File: config.mk
export PLATFORM = sky130hd
export DESIGN_NAME = wb_stage_ng_flat
export DESIGN_NICKNAME = d
export VERILOG_FILES = /design/src/rtl/wb_stage_ng_pkg.sv /design/src/rtl/wb_stage_ng_if.sv /design/src/rtl/wb_stage_ng_load_align.sv /design/src/rtl/wb_stage_ng.sv /design/src/flat_wrapper.sv
export SDC_FILE = /design/constraint.sdc
export NUM_CORES = 1
export LEC_CHECK = 0
export ABC_AREA = 1
export CAP_MARGIN = 20
export CORE_MARGIN = 2
export CORE_UTILIZATION = 51
export CTS_CLUSTER_DIAMETER = 100
export DETAILED_ROUTE_END_ITERATION = 8
export GPL_TIMING_DRIVEN = 0
export PLACE_DENSITY = 0.87
export REMOVE_ABC_BUFFERS = 1
export SLEW_MARGIN = 20
export SYNTH_ARGS = -nofsm -noshare
export SYNTH_HDL_FRONTEND = slang
export SYNTH_SLANG_ARGS = --single-unit
File: constraint.sdc
create_clock -name clk -period 2.6 [get_ports clk]
set_clock_uncertainty 0.05 [all_clocks]
set_input_delay 0.52 -clock clk [delete_from_list [all_inputs] [get_ports clk]]
set_output_delay 0.52 -clock clk [all_outputs]
set_load 0.05 [all_outputs]
File: src/rtl/wb_stage_ng_pkg.sv
// Shared constants for the write-back stage: load funct3 encodings, result source indices
// and the source-select width helper.
package wb_stage_ng_pkg;

    localparam logic [2:0] F3_LB  = 3'b000;
    localparam logic [2:0] F3_LH  = 3'b001;
    localparam logic [2:0] F3_LW  = 3'b010;
    localparam logic [2:0] F3_LBU = 3'b100;
    localparam logic [2:0] F3_LHU = 3'b101;

    localparam int SRC_ALU  = 0;
    localparam int SRC_LOAD = 1;
    localparam int SRC_PC4  = 2;
    localparam int SRC_IMM  = 3;

    function automatic int sel_width(input int nsrc);
        return (nsrc > 1) ? $clog2(nsrc) : 1;
    endfunction

endpackage

File: src/rtl/wb_stage_ng_if.sv
// MEM/WB bundle plus regfile write port, forwarding tap and retire count.
interface wb_stage_ng_if
    import wb_stage_ng_pkg::*;
#(
    parameter int XLEN  = 32,
    parameter int NSRC  = 4,
    parameter int RAW   = 5,
    parameter int CNT_W = 64
) ();
    localparam int SEL_W = sel_width(NSRC);

    logic                 valid;
    logic                 stall;
    logic                 flush;
    logic                 reg_src;
    logic [RAW-1:0]       rd;
    logic [SEL_W-1:0]     result_src;
    logic [NSRC*XLEN-1:0] src_data;
    logic [2:0]           load_type;
    logic [1:0]           addr_lo;

    logic                 ready;
    logic                 wb_we;
    logic [RAW-1:0]       wb_rd;
    logic [XLEN-1:0]      wb_data;
    logic                 fwd_valid;
    logic                 misalign;
    logic [CNT_W-1:0]     instret;

    modport master (
        output valid, stall, flush, reg_src, rd, result_src, src_data, load_type, addr_lo,
        input  ready, wb_we, wb_rd, wb_data, fwd_valid, misalign, instret
    );

    modport slave (
        input  valid, stall, flush, reg_src, rd, result_src, src_data, load_type, addr_lo,
        output ready, wb_we, wb_rd, wb_data, fwd_valid, misalign, instret
    );
endinterface

File: src/rtl/wb_stage_ng_load_align.sv
// Combinational load formatter: picks the byte/half lane from the low address bits,
// sign- or zero-extends it, and flags misaligned halfword/word accesses.
module wb_load_align
    import wb_stage_ng_pkg::*;
#(
    parameter int XLEN = 32
) (
    input  logic [XLEN-1:0] data,
    input  logic [2:0]      funct3,
    input  logic [1:0]      addr_lo,
    output logic [XLEN-1:0] result,
    output logic            misalign
);
    logic [7:0]  byte_lane;
    logic [15:0] half_lane;

    function automatic logic [XLEN-1:0] sext8(input logic signed [7:0] v);
        return XLEN'(v);
    endfunction

    function automatic logic [XLEN-1:0] zext8(input logic [7:0] v);
        return XLEN'(v);
    endfunction

    function automatic logic [XLEN-1:0] sext16(input logic signed [15:0] v);
        return XLEN'(v);
    endfunction

    function automatic logic [XLEN-1:0] zext16(input logic [15:0] v);
        return XLEN'(v);
    endfunction

    function automatic logic [XLEN-1:0] sext32(input logic signed [31:0] v);
        return XLEN'(v);
    endfunction

    always_comb begin
        case (addr_lo)
            2'd0:    byte_lane = data[7:0];
            2'd1:    byte_lane = data[15:8];
            2'd2:    byte_lane = data[23:16];
            default: byte_lane = data[31:24];
        endcase
        half_lane = addr_lo[1] ? data[31:16] : data[15:0];

        result   = '0;
        misalign = 1'b0;
        // Misaligned accesses still return the formatted lane; the trap unit decides.
        case (funct3)
            F3_LB:  result = sext8(byte_lane);
            F3_LBU: result = zext8(byte_lane);
            F3_LH: begin
                result   = sext16(half_lane);
                misalign = addr_lo[0];
            end
            F3_LHU: begin
                result   = zext16(half_lane);
                misalign = addr_lo[0];
            end
            F3_LW: begin
                result   = sext32(data[31:0]);
                misalign = (addr_lo != 2'd0);
            end
            default: ;
        endcase
    end
endmodule

File: src/rtl/wb_stage_ng.sv
// Registered write-back stage: source mux and load formatting at capture, one regfile write
// and one retire per held entry regardless of how long the hazard unit stalls it.
module wb_stage_ng
    import wb_stage_ng_pkg::*;
#(
    parameter int XLEN     = 32,
    parameter int NSRC     = 4,
    parameter int LOAD_IDX = SRC_LOAD,
    parameter int RAW      = 5,
    parameter int CNT_W    = 64
) (
    input  logic          clk,
    input  logic          rst_n,
    wb_stage_ng_if.slave  bus
);
    localparam int SEL_W = sel_width(NSRC);
    localparam logic [SEL_W-1:0] LOAD_SEL = SEL_W'(LOAD_IDX);

    logic [XLEN-1:0]  src_p0;
    logic [XLEN-1:0]  fmt_p0;
    logic [XLEN-1:0]  wb_p0;
    logic             fmt_mis_p0;
    logic             is_load_p0;
    logic             mis_p0;

    logic             vld_p1;
    logic             done_p1;
    logic             regsrc_p1;
    logic [RAW-1:0]   rd_p1;
    logic [XLEN-1:0]  wb_p1;
    logic             mis_p1;
    logic             fwd_p1;
    logic [CNT_W-1:0] instret_q;

    // Stage p0: source select and load formatting on the incoming bundle.
    always_comb begin
        src_p0 = '0;
        for (int k = 0; k < NSRC; k++) begin
            if (bus.result_src == SEL_W'(k)) src_p0 = bus.src_data[k*XLEN +: XLEN];
        end
    end

    wb_load_align #(.XLEN(XLEN)) u_align (
        .data     (src_p0),
        .funct3   (bus.load_type),
        .addr_lo  (bus.addr_lo),
        .result   (fmt_p0),
        .misalign (fmt_mis_p0)
    );

    assign is_load_p0 = (bus.result_src == LOAD_SEL);
    assign wb_p0      = is_load_p0 ? fmt_p0 : src_p0;
    assign mis_p0     = is_load_p0 & fmt_mis_p0;

    // Stage p1: held entry; flush loads a bubble ahead of both stall and accept.
    always_ff @(posedge clk or negedge rst_n) begin
        if (!rst_n) begin
            vld_p1    <= 1'b0;
            done_p1   <= 1'b0;
            regsrc_p1 <= 1'b0;
            instret_q <= '0;
        end else begin
            if (vld_p1 && !done_p1) instret_q <= instret_q + CNT_W'(1);
            if (bus.flush) begin
                vld_p1  <= 1'b0;
                done_p1 <= 1'b0;
            end else if (!bus.stall) begin
                vld_p1    <= bus.valid;
                done_p1   <= 1'b0;
                regsrc_p1 <= bus.reg_src;
            end else begin
                done_p1 <= 1'b1;
            end
        end
    end

    always_ff @(posedge clk) begin
        if (!bus.stall && !bus.flush) begin
            rd_p1  <= bus.rd;
            wb_p1  <= wb_p0;
            mis_p1 <= mis_p0;
        end
    end

    assign fwd_p1        = vld_p1 & regsrc_p1 & (rd_p1 != '0);
    assign bus.ready     = ~bus.stall;
    assign bus.wb_we     = fwd_p1 & ~done_p1;
    assign bus.fwd_valid = fwd_p1;
    assign bus.wb_rd     = vld_p1 ? rd_p1 : '0;
    assign bus.wb_data   = fwd_p1 ? wb_p1 : '0;
    assign bus.misalign  = vld_p1 & mis_p1;
    assign bus.instret   = instret_q;
endmodule

File: src/flat_wrapper.sv
// flat-port wrapper written by rule: the top's interface ports become plain ports
module wb_stage_ng_flat import wb_stage_ng_pkg::*;
#(
    parameter int XLEN     = 32,
    parameter int NSRC     = 4,
    parameter int LOAD_IDX = SRC_LOAD,
    parameter int RAW      = 5,
    parameter int CNT_W    = 64
)
  (clk, rst_n, bus_valid, bus_stall, bus_flush, bus_reg_src, bus_rd, bus_result_src, bus_src_data, bus_load_type, bus_addr_lo, bus_ready, bus_wb_we, bus_wb_rd, bus_wb_data, bus_fwd_valid, bus_misalign, bus_instret);
  wb_stage_ng_if #(.XLEN(XLEN), .NSRC(NSRC), .RAW(RAW), .CNT_W(CNT_W)) bus_i ();
  input  logic clk;
  input  logic rst_n;
  input wire logic [$bits(bus_i.valid)-1:0] bus_valid;
  input wire logic [$bits(bus_i.stall)-1:0] bus_stall;
  input wire logic [$bits(bus_i.flush)-1:0] bus_flush;
  input wire logic [$bits(bus_i.reg_src)-1:0] bus_reg_src;
  input wire logic [$bits(bus_i.rd)-1:0] bus_rd;
  input wire logic [$bits(bus_i.result_src)-1:0] bus_result_src;
  input wire logic [$bits(bus_i.src_data)-1:0] bus_src_data;
  input wire logic [$bits(bus_i.load_type)-1:0] bus_load_type;
  input wire logic [$bits(bus_i.addr_lo)-1:0] bus_addr_lo;
  output wire logic [$bits(bus_i.ready)-1:0] bus_ready;
  output wire logic [$bits(bus_i.wb_we)-1:0] bus_wb_we;
  output wire logic [$bits(bus_i.wb_rd)-1:0] bus_wb_rd;
  output wire logic [$bits(bus_i.wb_data)-1:0] bus_wb_data;
  output wire logic [$bits(bus_i.fwd_valid)-1:0] bus_fwd_valid;
  output wire logic [$bits(bus_i.misalign)-1:0] bus_misalign;
  output wire logic [$bits(bus_i.instret)-1:0] bus_instret;
  assign bus_i.valid = bus_valid;
  assign bus_i.stall = bus_stall;
  assign bus_i.flush = bus_flush;
  assign bus_i.reg_src = bus_reg_src;
  assign bus_i.rd = bus_rd;
  assign bus_i.result_src = bus_result_src;
  assign bus_i.src_data = bus_src_data;
  assign bus_i.load_type = bus_load_type;
  assign bus_i.addr_lo = bus_addr_lo;
  assign bus_ready = bus_i.ready;
  assign bus_wb_we = bus_i.wb_we;
  assign bus_wb_rd = bus_i.wb_rd;
  assign bus_wb_data = bus_i.wb_data;
  assign bus_fwd_valid = bus_i.fwd_valid;
  assign bus_misalign = bus_i.misalign;
  assign bus_instret = bus_i.instret;
  wb_stage_ng #(.XLEN(XLEN), .NSRC(NSRC), .LOAD_IDX(LOAD_IDX), .RAW(RAW), .CNT_W(CNT_W)) u_core (.clk(clk), .rst_n(rst_n), .bus(bus_i));
endmodule
==> impl_metrics.yaml <==
timing:
  maxSlewViolCount: 0
  setup_viol: 0
  fin_crit_ns: 2.57
  max_freq_mhz: 389
  slew_headroom_pct: 52.3
  finalHoldViolCount: 0
  min_period_over_period_pct: 98.9
  rsz0062_at_grt: "no"
  tightest_slew_ns: 0.712
  setup_ws_ns: 0.0288
clock_network:
  clk_pin_slew_ns: 0.07
  clock_path_buffers: 2
  cts_tree: "built"
  htreeDepth: 3
  cts_made_buffers: 9
  clk_latency_ns: 0.36
  cts-root-buf: "clkbuf_16"
  cts_sinks: 105
routing:
  drc: 0
  wl_per_cell_um: 16.7
  wl_met1_um: 9930
  top_layer_used: "met4"
  dr_wl_met3_um: 1510
  vias: 8462
  first_iter_violations: 529
  post_drt_via_cell_ratio: 5.27
  routed_wl_um: 26700
  wl_met2_um: 13800
  antenna_left: 0
  firstDrtPassIters: 6
logic_synthesis:
  synth_area_sq_mm: 0.00769
  synth_area_leaders: "dfrtp_1 (22%), nand2_1 (20%), edfxtp_1 (15%)"
  netlist.area_leader.share_pct: 21.8
  yosys.cell_types.count: 40
  ys.flop_type: "dfrtp_1"
  synthArstFlopShare_pct: 63.8
  syn_area_per_cell_sq_um: 6.55
  synth.yosys.seq_area_share_pct: 36.6
  synth_edf_count: 38
  synth_top_cell_by_area: "dfrtp_1"
  synth.ff_latch_count: 105
  synthCells: 1174
  yosysWarnings: 0
hold_path:
  hold_depth: 1
  hold_class: "reg2reg"
floorplan:
  die_w_um: 127
  die_h_um: 127
  ios: 251
  initial_core_util_pct: 52.5
  core.rowCount: 44
  core_area_sq_mm: 0.0146
  die_area_sq_mm: 0.0161
power:
  total_power_uw: 4290
  p_leak_uw: 0.00472
  vdd_ir_drop_max_mv: 0.325
  powerDensity_mw_per_mm2: 401
grt:
  antenna_found_initial: 4
  overflow: 0
  grt_pass1_vias: 8220
  grt_pass1_wl_um: 41400
  grt_max_degree: 48
  grt_use_total_pct: 33.0
cells_and_area:
  drive_above_1_share_pct: 7.69
  syn_to_final_growth_pct: 39.3
  nNetsFinal: 1560
setup_path:
  end_kind: "primary output"
  worst_ep_required_time_ns: 2.03
  worstSetupPathType: "reg2out"
  critPathArrivalTime_ns: 2.00
  path_max_fanout: 7
  critPathLaunchType: "flip-flop"
  reg2reg_depth: 7
placement:
  gp_routability_congestion: 0.992
  place_ws_ns: -0.886
  port-buffer-count: 250
  hpwlAfterDp_um: 21000
outcome:
  status: "completed"
job:
  drv_cap: 0
[what timing repair did]
item	4_1_cts	5_1_grt
endpoints found under the hold margin	5	0
hold buffers	1	0
setup endpoints to repair	68	65
buffers inserted	3	2
pin swaps	2	1
cloned	2	1
resized for setup	80	7
[cell families after synthesis]
logic type,synth area share (%)
and+or+nand+nor,41.9
buffers and inverters,9.94
DFF,36.6
AOI/OAI and AO/OA,6.65
xor gates and xnor gates,4.56
muxes,0.146
adders and majority gates,0.163
[report_power, final]
group | switching, uW | leakage [uW] | internal, uW
Sequential | 92.5 | 0.00127 | 1810
Clock | 620 | 0.000140 | 737
Combinational | 611 | 0.00331 | 420
Total | 1320 | 0.00472 | 2970
[sequential cells by signal, indices dropped and copies added (netlist names)]
name	count
u_core.regsrc_p1	1
u_core.wb_p1	32
u_core.done_p1	1
u_core.mis_p1	1
u_core.bus.instret	64
u_core.rd_p1	5
u_core.vld_p1	1
[through the flow]
| stage | util (%) | instance area (sq um) | TNS [ns] | std cells | hold slack [ns] |
|---|---|---|---|---|---|
| floorplan | - | 7500 | -3.56 | 1141 | 0.174 |
| detailed placement | 70.2 | 10300 | -34.63 | 1577 | 0.375 |
| global route | 73.1 | 10700 | 0 | 1605 | 0.496 |
| CTS | 72.8 | 10700 | -0.0373 | 1598 | 0.472 |
| finish | 73.1 | 10700 | 0 | 1605 | 0.475 |
| global placement | 69.8 | 10200 | -187.13 | 1575 | 0.443 |
[worst paths after layout]
check / start / to / slack [ns]
worst max-delay path: u_core.regsrc_p1$_DFFE_PN0P_ / bus_wb_data[10] / 0.03
worst min-delay path: u_core.bus.instret[7]$_DFFE_PN0P_ / u_core.bus.instret[7]$_DFFE_PN0P_ / 0.47
worst max register to register: u_core.vld_p1$_DFFE_PN0N_ / u_core.bus.instret[39]$_DFFE_PN0P_ / 0.26
worst min register to register: u_core.bus.instret[7]$_DFFE_PN0P_ / u_core.bus.instret[7]$_DFFE_PN0P_ / 0.47
max in group asynchronous: rst_n / u_core.bus.instret[51]$_DFFE_PN0P_ / 1.44
min in group asynchronous: rst_n / u_core.done_p1$_DFF_PN0_ / 0.54
[worst max-delay path, stage by stage (launching register included)]
cell and delay [ns]:
dfrtp_1 0.64, nand3_4 0.21, nor2_1 0.24, dlygate4sd2_1 0.56
[final cells by class]
cell class | instances | area [sq um]
Multi-Input combinational cell | 888 | 4200
Fill cell | 1207 | 3930
Sequential cell | 105 | 2820
Timing Repair Buffer | 258 | 2580
Inverter | 151 | 577
Tap cell | 184 | 230
Clock buffer | 9 | 225
Clock inverter | 6 | 60.1
Antenna cell | 4 | 10.0
[metal layers]
| layer | vias up | track usage, % |
|---|---|---|
| met3 | 80 | 5.10 |
| met2 | 402 | 60.8 |
| li1 | 4165 | - |
| met4 | 0 | 18.9 |
| met1 | 3815 | 36.0 |
| met5 | - | 0 |
[synthesized netlist by cell type (2+ instances only)]
cell,number
nand3_1,73
nand2_2,19
o22ai_1,14
o21ai_0,60
or2_1,2
clkbuf_1,15
inv_1,144
nand4_1,10
nor3_2,10
nor2_4,5
inv_2,5
edfxtp_1,38
buf_6,5
buf_4,3
dfrtp_1,67
xnor2_1,13
xor2_1,27
nor2_2,8
nor3_1,29
nand3_2,3
nand2_1,414
o211ai_1,10
a21oi_1,2
buf_2,9
nand2_4,2
nor2_1,173
[cells in the final DEF (no fill, tap or decap), drive strengths merged, types with 8 or more instances in the layout]
cell type      instances
nand2                435
clkdlybuf4s50        213
nor2                 187
inv                  150
nand3                 79
dfrtp                 67
o21ai                 61
nor3                  40
edfxtp                38
xor2                  27
clkdlybuf4s15         17
dlygate4sd2           17
o22ai                 14
xnor2                 13
clkbuf                11
o211ai                10
nand4                 10
buf                    8
No activity file was read; power rests on OpenSTA's default activity.
